**src/rtl/uart_pkg.sv**
```systemverilog
// Shared definitions for the UART transmit-side buffer.
package uart_pkg;

    localparam int unsigned BYTE_W        = 8;
    localparam int unsigned DEPTH_LOG_DEF = 4;

    // Transmit FSM encodings
    localparam logic [1:0] IDLE      = 2'd0;
    localparam logic [1:0] ISSUE     = 2'd1;
    localparam logic [1:0] WAIT_BUSY = 2'd2;
    localparam logic [1:0] WAIT_DONE = 2'd3;

    typedef enum logic [1:0] {
        StIdle     = IDLE,
        StIssue    = ISSUE,
        StWaitBusy = WAIT_BUSY,
        StWaitDone = WAIT_DONE
    } tx_state_e;

endpackage

```
**src/rtl/sync_fifo_core.sv**
```systemverilog
// Generic circular FIFO: memory, pointers and occupancy count.
// Full/empty come from the count alone; pointers wrap with no extra bit.
module sync_fifo_core
    import uart_pkg::*;
#(
    parameter int unsigned DEPTH_LOG = DEPTH_LOG_DEF,
    parameter int unsigned WIDTH     = BYTE_W
) (
    input  logic                 i_clk,
    input  logic                 i_rst_n,
    input  logic                 i_push,
    input  logic [WIDTH-1:0]     i_wdata,
    input  logic                 i_pop,
    output logic [WIDTH-1:0]     o_rdata,
    output logic [DEPTH_LOG:0]   o_count,
    output logic                 o_full,
    output logic                 o_empty
);

    localparam int unsigned        DEPTH    = 1 << DEPTH_LOG;
    localparam logic [DEPTH_LOG:0] FULL_CNT = {1'b1, {DEPTH_LOG{1'b0}}};

    logic [WIDTH-1:0]     r_mem [DEPTH];
    logic [DEPTH_LOG-1:0] r_wr_ptr;
    logic [DEPTH_LOG-1:0] r_rd_ptr;
    logic [DEPTH_LOG:0]   r_count;
    logic                 r_full;

    logic                 w_push;
    logic                 w_pop;
    logic [DEPTH_LOG:0]   w_count_nxt;

    // Requests are qualified by the pre-edge occupancy
    assign w_push = i_push && !r_full;
    assign w_pop  = i_pop && (r_count != '0);

    // Next occupancy from the qualified push/pop pair
    always_comb begin
        w_count_nxt = r_count;
        unique case ({w_push, w_pop})
            2'b10:   w_count_nxt = r_count + 1'b1;
            2'b01:   w_count_nxt = r_count - 1'b1;
            default: w_count_nxt = r_count;
        endcase
    end

    // Storage array; contents need no reset
    always_ff @(posedge i_clk) begin
        if (w_push) begin
            r_mem[r_wr_ptr] <= i_wdata;
        end
    end

    // Pointers, count and registered full flag
    always_ff @(posedge i_clk or negedge i_rst_n) begin
        if (!i_rst_n) begin
            r_wr_ptr <= '0;
            r_rd_ptr <= '0;
            r_count  <= '0;
            r_full   <= 1'b0;
        end else begin
            if (w_push) r_wr_ptr <= r_wr_ptr + 1'b1;
            if (w_pop)  r_rd_ptr <= r_rd_ptr + 1'b1;
            r_count <= w_count_nxt;
            r_full  <= (w_count_nxt == FULL_CNT);
        end
    end

    assign o_rdata = r_mem[r_rd_ptr];
    assign o_count = r_count;
    assign o_full  = r_full;
    assign o_empty = (r_count == '0);

endmodule

```
**src/rtl/uart_tx_fifo.sv**
```systemverilog
// Byte buffer in front of UartTx: absorbs producer bursts and hands bytes
// to UartTx one at a time, pacing on its ready output.
module uart_tx_fifo
    import uart_pkg::*;
#(
    parameter int unsigned DEPTH_LOG = DEPTH_LOG_DEF,
    parameter int unsigned BUSY_WAIT = 2
) (
    input  logic                 CLK,
    input  logic                 RST_X,
    input  logic [BYTE_W-1:0]    IN_DATA,
    input  logic                 IN_WE,
    output logic                 IN_FULL,
    output logic [BYTE_W-1:0]    OUT_DATA,
    output logic                 OUT_WE,
    input  logic                 OUT_READY,
    output logic [DEPTH_LOG:0]   COUNT,
    output logic                 OVERFLOW
);

    localparam int unsigned BW        = (BUSY_WAIT < 2) ? 1 : $clog2(BUSY_WAIT + 1);
    localparam logic [BW-1:0] BUSY_LOAD = BW'(BUSY_WAIT);

    tx_state_e          r_state;
    tx_state_e          w_state_nxt;
    logic [BW-1:0]      r_busy;
    logic [BW-1:0]      w_busy_nxt;
    logic               r_out_we;
    logic               w_out_we_nxt;
    logic [BYTE_W-1:0]  r_out_data;
    logic [BYTE_W-1:0]  w_out_data_nxt;
    logic               r_overflow;

    logic [BYTE_W-1:0]  w_rdata;
    logic               w_full;
    logic               w_empty;
    logic               w_pop;

    sync_fifo_core #(
        .DEPTH_LOG (DEPTH_LOG),
        .WIDTH     (BYTE_W)
    ) u_fifo (
        .i_clk   (CLK),
        .i_rst_n (RST_X),
        .i_push  (IN_WE),
        .i_wdata (IN_DATA),
        .i_pop   (w_pop),
        .o_rdata (w_rdata),
        .o_count (COUNT),
        .o_full  (w_full),
        .o_empty (w_empty)
    );

    // Pop coincides with the edge that raises OUT_WE
    assign w_pop = (r_state == StIdle) && !w_empty && OUT_READY;

    // Next state, strobe, data and busy-window counter.
    // The busy window starts at the strobe and also covers the ISSUE cycle,
    // so with ready held high strobes are 2+BUSY_WAIT cycles apart.
    always_comb begin
        w_state_nxt    = r_state;
        w_busy_nxt     = r_busy;
        w_out_we_nxt   = 1'b0;
        w_out_data_nxt = r_out_data;
        unique case (r_state)
            StIdle: begin
                if (w_pop) begin
                    w_state_nxt    = StIssue;
                    w_out_we_nxt   = 1'b1;
                    w_out_data_nxt = w_rdata;
                    w_busy_nxt     = BUSY_LOAD;
                end
            end
            StIssue: begin
                w_state_nxt = StWaitBusy;
                w_busy_nxt  = (r_busy != '0) ? r_busy - 1'b1 : '0;
            end
            StWaitBusy: begin
                if (!OUT_READY || (r_busy <= BW'(1))) begin
                    w_state_nxt = StWaitDone;
                    w_busy_nxt  = '0;
                end else begin
                    w_busy_nxt  = r_busy - 1'b1;
                end
            end
            StWaitDone: begin
                if (OUT_READY) w_state_nxt = StIdle;
            end
            default: w_state_nxt = StIdle;
        endcase
    end

    // FSM and output registers
    always_ff @(posedge CLK or negedge RST_X) begin
        if (!RST_X) begin
            r_state    <= StIdle;
            r_busy     <= '0;
            r_out_we   <= 1'b0;
            r_out_data <= '0;
        end else begin
            r_state    <= w_state_nxt;
            r_busy     <= w_busy_nxt;
            r_out_we   <= w_out_we_nxt;
            r_out_data <= w_out_data_nxt;
        end
    end

    // Sticky overflow: a write arriving while full is dropped even if a pop
    // happens on the same edge
    always_ff @(posedge CLK or negedge RST_X) begin
        if (!RST_X) begin
            r_overflow <= 1'b0;
        end else if (IN_WE && w_full) begin
            r_overflow <= 1'b1;
        end
    end

    assign IN_FULL  = w_full;
    assign OUT_WE   = r_out_we;
    assign OUT_DATA = r_out_data;
    assign OVERFLOW = r_overflow;

endmodule
```
**config.mk**
```make
export PLATFORM = sky130hd
export DESIGN_NAME = uart_tx_fifo
export DESIGN_NICKNAME = d
export VERILOG_FILES = /design/src/rtl/uart_pkg.sv /design/src/rtl/sync_fifo_core.sv /design/src/rtl/uart_tx_fifo.sv
export SDC_FILE = /design/constraint.sdc
export NUM_CORES = 1
export LEC_CHECK = 0
export CAP_MARGIN = 20
export CORE_ASPECT_RATIO = 0.8
export CORE_MARGIN = 2
export CORE_UTILIZATION = 28
export CTS_BUF_LIST = sky130_fd_sc_hd__clkbuf_8
export CTS_CLUSTER_DIAMETER = 100
export DETAILED_ROUTE_END_ITERATION = 6
export GPL_TIMING_DRIVEN = 0
export PLACE_DENSITY_LB_ADDON = 0.2
export REMOVE_ABC_BUFFERS = 1
export SLEW_MARGIN = 20
export SYNTH_ARGS = -nofsm -noshare
export SYNTH_HDL_FRONTEND = slang
export SYNTH_HIERARCHICAL = 1
export SYNTH_SLANG_ARGS = --single-unit
```
**constraint.sdc**
```tcl
create_clock -name CLK -period 3.1 [get_ports CLK]
set_input_delay 0.31 -clock CLK [delete_from_list [all_inputs] [get_ports CLK]]
set_output_delay 0.31 -clock CLK [all_outputs]
set_load 0.01 [all_outputs]
```
# Word level (Yosys, flattened, before mapping)
# Memories as Yosys holds them, arrays and structs flattened. A register that Yosys moved wholly into a read port is not among the register bits.
# Cells that the tools add are included.
[op_classes]
add_sub_neg = 5
mul = 0
div = 0
magnitude_cmp = 1
n_eq_ne = 9
n_shift = 0
mux = 13
bitwise_logic = 0
n_reduce_logical = 18
[ops]
columns = ["operator", "count"]
rows = [
  ["2-to-1 mux 2 bit", 6],
  ["case mux 5 bit (2 select lines)", 1],
  ["adder 4 x 1 -> 4 bit, second input constant", 2],
  ["case mux 2 bit (4 select lines)", 1],
  ["== test 2 bit, second input constant", 3],
  ["case mux 2 bit (3 select lines)", 1],
  ["adder 5 x 1 -> 5 bit, second input constant", 1],
  ["== test 5 bit, second input constant", 1],
  ["logical AND 1 bit", 5],
  ["logical NOT 5 bit", 1],
  ["nonzero test 5 bit", 1],
  ["subtractor 5 x 1 -> 5 bit, second input constant", 1],
  ["== test 2 x 1 -> 1 bit, second input constant", 2],
  ["logical NOT 1 bit", 4],
  ["2-to-1 mux 1 bit", 4],
  ["!= test 2 bit, second input constant", 2],
  ["AND reduction 2 bit", 2],
  ["AND reduction 3 bit", 1],
  ["nonzero test 3 bit", 1],
  ["less-or-equal comparator 2 x 1 -> 1 bit, second input constant", 1],
  ["logical NOT 2 bit", 1],
  ["!= test 2 x 1 -> 1 bit, second input constant", 1],
  ["nonzero test 2 bit", 1],
  ["subtractor 2 x 1 -> 2 bit, second input constant", 1],
  ["logical OR 1 bit", 1],
]
[word_totals]
register_bits = 20
latch_bits = 0
ram_bits = 128
romBits = 0
inputBits = 12
output_inout_bits = 16
elab_cells = 55
mem_count = 1
[memory_table]
columns = ["name", "words", "word_bits", "read_ports", "rd_ports_with_merged_regs", "wr", "line_no", "rtl"]
rows = [
  ["u_fifo.r_mem", 16, 8, 1, 1, 1, "sync_fifo_core.sv:23", "logic [WIDTH-1:0] r_mem [DEPTH];"],
]

# Depth between registers and ports, before layout
[logic_depth]
depth_word = 8
mapped_depth = 11
mapped_depth_nobuf = 11

# Hierarchy
# Netlist, hierarchy kept.
[by_module_without_submodules]
columns = ["mod", "n_inst", "cells_per_inst", "area_per_inst_um2", "seq_area_each_um2"]
rows = [
  ["sync_fifo_core", 1, 289, 5846.9, 4194.0],
  ["uart_tx_fifo", 1, 57, 764.5, 350.3],
]

# Least setup slack after synthesis
# No wires, ideal clock.
[synth_path]
path_kind = "register to register"
from = "register u_fifo.r_count[0] (netlist: u_fifo/o_count[0])"
to = "register u_fifo.r_full (netlist: u_fifo/o_full)"
setup_time_ps = 87
arrival_ps = 3031
required_ps = 3013
path_slack_ps = -18
stages_incl_launch_ff = 12
path_buffers = 0
synth_period_minus_slack_ps = 3118
path_cell_list = "dfrtp_1 -> or4_4 -> nor2_1 -> nand2b_4 -> nor2_8 -> o21a_4 -> ha_1 -> ha_1 -> a21oi_1 -> a21oi_1 -> or4_1 -> a211oi_2"
[synth_via]
elab_chain_len = 8
elab_cells_between_ends = 12
classes_between = "add/sub (2); eq/ne (3); mux (1); reduce/logical (6)"
[synth_lines]
columns = ["item", "line_no", "rtl"]
rows = [
  ["from (decl)", "sync_fifo_core.sv:26", "logic [DEPTH_LOG:0] r_count;"],
  ["from (signal assigned)", "sync_fifo_core.sv:64", "r_count <= w_count_nxt;"],
  ["logical NOT 5 bit *", "sync_fifo_core.sv:72", "assign o_empty = (r_count == '0);"],
  ["net w_empty", "uart_tx_fifo.sv:36", "logic w_empty;"],
  ["logical NOT 1 bit *", "uart_tx_fifo.sv:55", "assign w_pop = (r_state == StIdle) && !w_empty && OUT_READY;"],
  ["logical AND 1 bit * (2 in series)", "uart_tx_fifo.sv:55", ""],
  ["net w_pop", "uart_tx_fifo.sv:37", "logic w_pop;"],
  ["logical AND 1 bit *", "sync_fifo_core.sv:35", "assign w_pop = i_pop && (r_count != '0);"],
  ["net u_fifo.w_pop", "sync_fifo_core.sv:30", "logic w_pop;"],
  ["== test 2 x 1 -> 1 bit or == test 2 bit (tied branches)", "sync_fifo_core.sv:40", "unique case ({w_push, w_pop})"],
  ["case mux 5 bit (2 select lines) *", "sync_fifo_core.sv:40", ""],
  ["== test 5 bit *", "sync_fifo_core.sv:65", "r_full <= (w_count_nxt == FULL_CNT);"],
  ["to (signal assigned)", "sync_fifo_core.sv:65", ""],
  ["to (decl)", "sync_fifo_core.sv:27", "logic r_full;"],
]
# The timed path passes the listed nets; every way through them passes the cells marked *.
# A chain may end at the register's enable or synchronous reset.

# Worst setup path in the final report
[layout_path]
from = "register u_fifo.r_count[1] (netlist: u_fifo/o_count[1])"
to = "register u_fifo.r_full (netlist: u_fifo/o_full)"
[layout_via]
elab_chain_len = 8
elab_cells_between_ends = 12
classes_between = "add/sub (2); eq/ne (3); mux (1); reduce/logical (6)"
[layout_lines]
columns = ["item", "line_no", "rtl"]
rows = [
  ["logical NOT 5 bit *", "sync_fifo_core.sv:72", ""],
  ["net w_empty", "uart_tx_fifo.sv:36", ""],
  ["logical NOT 1 bit *", "uart_tx_fifo.sv:55", ""],
  ["logical AND 1 bit * (2 in series)", "uart_tx_fifo.sv:55", ""],
  ["net w_pop", "uart_tx_fifo.sv:37", ""],
  ["logical AND 1 bit *", "sync_fifo_core.sv:35", ""],
  ["net u_fifo.w_pop", "sync_fifo_core.sv:30", ""],
  ["== test 2 x 1 -> 1 bit or == test 2 bit (tied branches)", "sync_fifo_core.sv:40", ""],
  ["case mux 5 bit (2 select lines) *", "sync_fifo_core.sv:40", ""],
  ["net u_fifo.w_count_nxt[1]", "sync_fifo_core.sv:31", "logic [DEPTH_LOG:0] w_count_nxt;"],
  ["== test 5 bit *", "sync_fifo_core.sv:65", ""],
]
# Marked as above.

==> run_results.csv <==
group,metric,value,unit
cts,h-tree-depth,4,
sta,fin_worst_skew,16.5,ps
cts,worstSkewPairLatency,440,ps
critical_path,crit_path_start,"u_fifo/o_count[1]$_DFF_PN0_",
cts,path_clk_slew,90,ps
floorplan,core_area,23300,sq um
synth,seq_area_frac_synth,68.7,%
critical_path,endpoint_kind,"flip-flop",
global_route,grt_max_degree,36,
floorplan,die_area,24900,sq um
synth,yosysUniqueCellTypes,51,
cts,cts_tree,"yes",
cts,clock_path_buffers,2,
global_route,grt_first_pass_wirelength,20000,microns
route,remaining_drc_errors,0,
critical_path,r2r_setup_slack,70,ps
global_route,grt_use_total,11.3,%
placement,dp_hpwl,8690,microns
synth,synth_edf_count,128,
placement,dpl_cell_area,7160,sq um
critical_path,r2r_cells,10,
sta,post-route-min-period,3030,ps
synth,synth_cells,346,
global_route,grt_antenna_before_repair,0,
synth,syn_area_per_cell,19.1,sq um
route,routed_wirelength,13500,microns
final_layout,fin_util,33.0,%
sta,fin_crit_sh,97.8,%
global_route,grt_pass1_vias,3338,
final_layout,layout-drive-gt1-share,22.0,%
route,vias,3201,
power_and_ir_drop,irDropWorstVdd,0.364,mV
synth,async_flop_share,17.9,%
critical_path,criticalPathCategory,"reg -> reg",
sta,setup_viol,0,
floorplan,rows,50,
sta,timing.fmax,330,MHz
global_route,grt_overflow,0,
synth,yosys_register_bits,156,
route,initialDrtViolationCount,234,
sta,tightest_slew,818,ps
final_layout,antennaDiodeCount,0,
final_layout,final.fill_count,2241,
final_layout,seqCellArea,4550,sq um
floorplan,floorplan.initialDensity,28.4,%
synth,netlist_area,6610,sq um
critical_path,path_max_fanout,5,
route,first_pass_iters,4,
final_layout,area_growth,16.2,%
power_and_ir_drop,power_density,880,nW/um^2
sta,max_slew_margin,45.3,%
sta,setup_tns,0,ps
placement,globalplace.congestion,0.665,
floorplan,die_width,176,microns
synth,synth_ff_type,"edfxtp_1",
critical_path,r2r_start,"u_fifo/o_count[1]$_DFF_PN0_",
critical_path,reg2reg_to,"u_fifo/o_full$_DFF_PN0_",
floorplan,ios,28,
flow_run,drv_cap,0,
outcome,status,"complete, no violations",
sta,hold_viol,0,
power_and_ir_drop,leakage,2.66,nW
final_layout,final_nets,422,
route,postRouteAntennaNets,0,
final_layout,layout_common_cells,"128 x edfxtp_1, 26 x clkdlybuf4s50_1, 24 x dfrtp_1",
final_layout,layout_commonest_cell,"edfxtp_1",
synth,synth.largest_area_cell,"edfxtp_1",
synth,netlist.area_leader.share,58.1,%
final_layout,fin_cells,716,
min_path,hold_start,"OVERFLOW$_DFFE_PN0P_",
min_path,hold_depth,1,
cts,cts_sinks,156,
critical_path,start_kind,"flip-flop",
synth,yosys_warnings,6,
placement,io_buffers,27,
cts,cts-root-buf,"clkbuf_8",
synth,yosys-top-cells-area,"edfxtp_1 58%, dfrtp_1 11%, mux4_1 6.8%",
sta,holdWs,465,ps
route,via_per_inst,4.47,
min_path,hold-path-endpoint,"OVERFLOW$_DFFE_PN0P_",
final_layout,multi_input_area,1960,sq um
min_path,hp-class,"reg -> reg",
placement,dpl.cell_count,673,
route,wl_per_cell,18.8,microns
floorplan,die_h,141,microns
final_layout,final_area,7680,sq um
critical_path,crit_required,3450,ps
sta,drv_slew,0,
cts,cts-buffers-inserted,17,
critical_path,crit_arrival,3380,ps
-- flip-flops by register name, indices dropped and copies added (netlist names) --
register and cells:
OUT_DATA 8, OUT_WE 1, OVERFLOW 1, r_busy 2, r_state 2, u_fifo/o_count 5, u_fifo/o_full 1, u_fifo/r_mem 128
u_fifo/r_rd_ptr 4, u_fifo/r_wr_ptr 4
-- where the power goes --
group          internal (mW)  total, mW  switching, mW
logic                   1.24       2.34           1.11
registers               2.64       3.01          0.367
clock network          0.697       1.41          0.709
-- cells in the mapped netlist (2+ instances only) --
cell	instances
nor2b_1	2
a22oi_1	16
clkbuf_8	3
and3_1	2
xnor2_1	7
clkdlybuf4s25_2	2
mux2_2	2
a21oi_1	5
nand2_1	18
nor3b_1	2
inv_1	9
mux4_1	17
and2_1	16
edfxtp_1	128
nand4_1	2
nand3_1	2
buf_2	2
nor2_1	6
ha_1	18
buf_6	4
o21ai_0	3
mux2_4	10
mux4_2	15
dfrtp_1	28
-- metrics by stage --
stage          power [mW]  worst slack [ps]
2_1_floorplan        4.40             -17.7
3_3_place_gp         5.22              -379
3_5_place_dp         5.27              -348
4_1_cts              6.77              1.61
5_1_grt              7.16             -4.71
6_report             6.76              68.9
-- cell families after synthesis --
logic type | share of synthesized area [%]
fa+ha+maj | 3.71
flops | 68.7
compound gates | 3.69
xor+xnor | 1.06
mux | 14.5
buf+inv | 2.63
simple gates | 5.70
-- layout make-up --
| class | count | share of cell area (%) |
|---|---|---|
| clock buffers | 17 | 3.05 |
| clock inverters | 15 | 1.74 |
| inverters | 10 | 0.489 |
| multi-input cells | 167 | 25.5 |
| flip-flops and latches | 156 | 59.3 |
| well taps | 312 | 5.08 |
| repair buffers | 39 | 4.82 |
-- layer usage --
| metal | routed length, microns | global-route usage [%] | share of wire [%] |
|---|---|---|---|
| met5 | 0 | 0 | 0 |
| met4 | 91 | 2.91 | 0.68 |
| met3 | 461 | 3.32 | 3.4 |
| met2 | 6330 | 17.5 | 47 |
| met1 | 6580 | 15.7 | 49 |
-- worst max path at each step --
stage | slack [ps] | to | cells after the start
finish | 70 | u_fifo/o_full$_DFF_PN0_ | 10
global route | -5 | u_fifo/o_full$_DFF_PN0_ | 10
CTS | 2 | u_fifo/o_full$_DFF_PN0_ | 11
detailed placement | -350 | u_fifo/o_full$_DFF_PN0_ | 9
global placement | -380 | OUT_DATA[6]$_DFFE_PN0P_ | 4
floorplan | -20 | u_fifo/o_full$_DFF_PN0_ | 11
-- worst max-delay path, stage by stage, from the launching register on --
cell      delay (ps)
dfrtp_2          420
or4_4            540
nor2_4           130
nand2b_4         160
nor2_8            50
o21a_4           120
ha_4             190
fa_2             430
mux2_2           280
or3_4            390
a211oi_2         220
-- timing repair --
action,CTS,global route
pin swaps,0,6
buffers inserted,4,6
resized for setup,8,5
hold buffers,1,0
hold endpoints to repair,28,0
setup endpoints to repair,3,1
(Power assumes the default switching activity.)
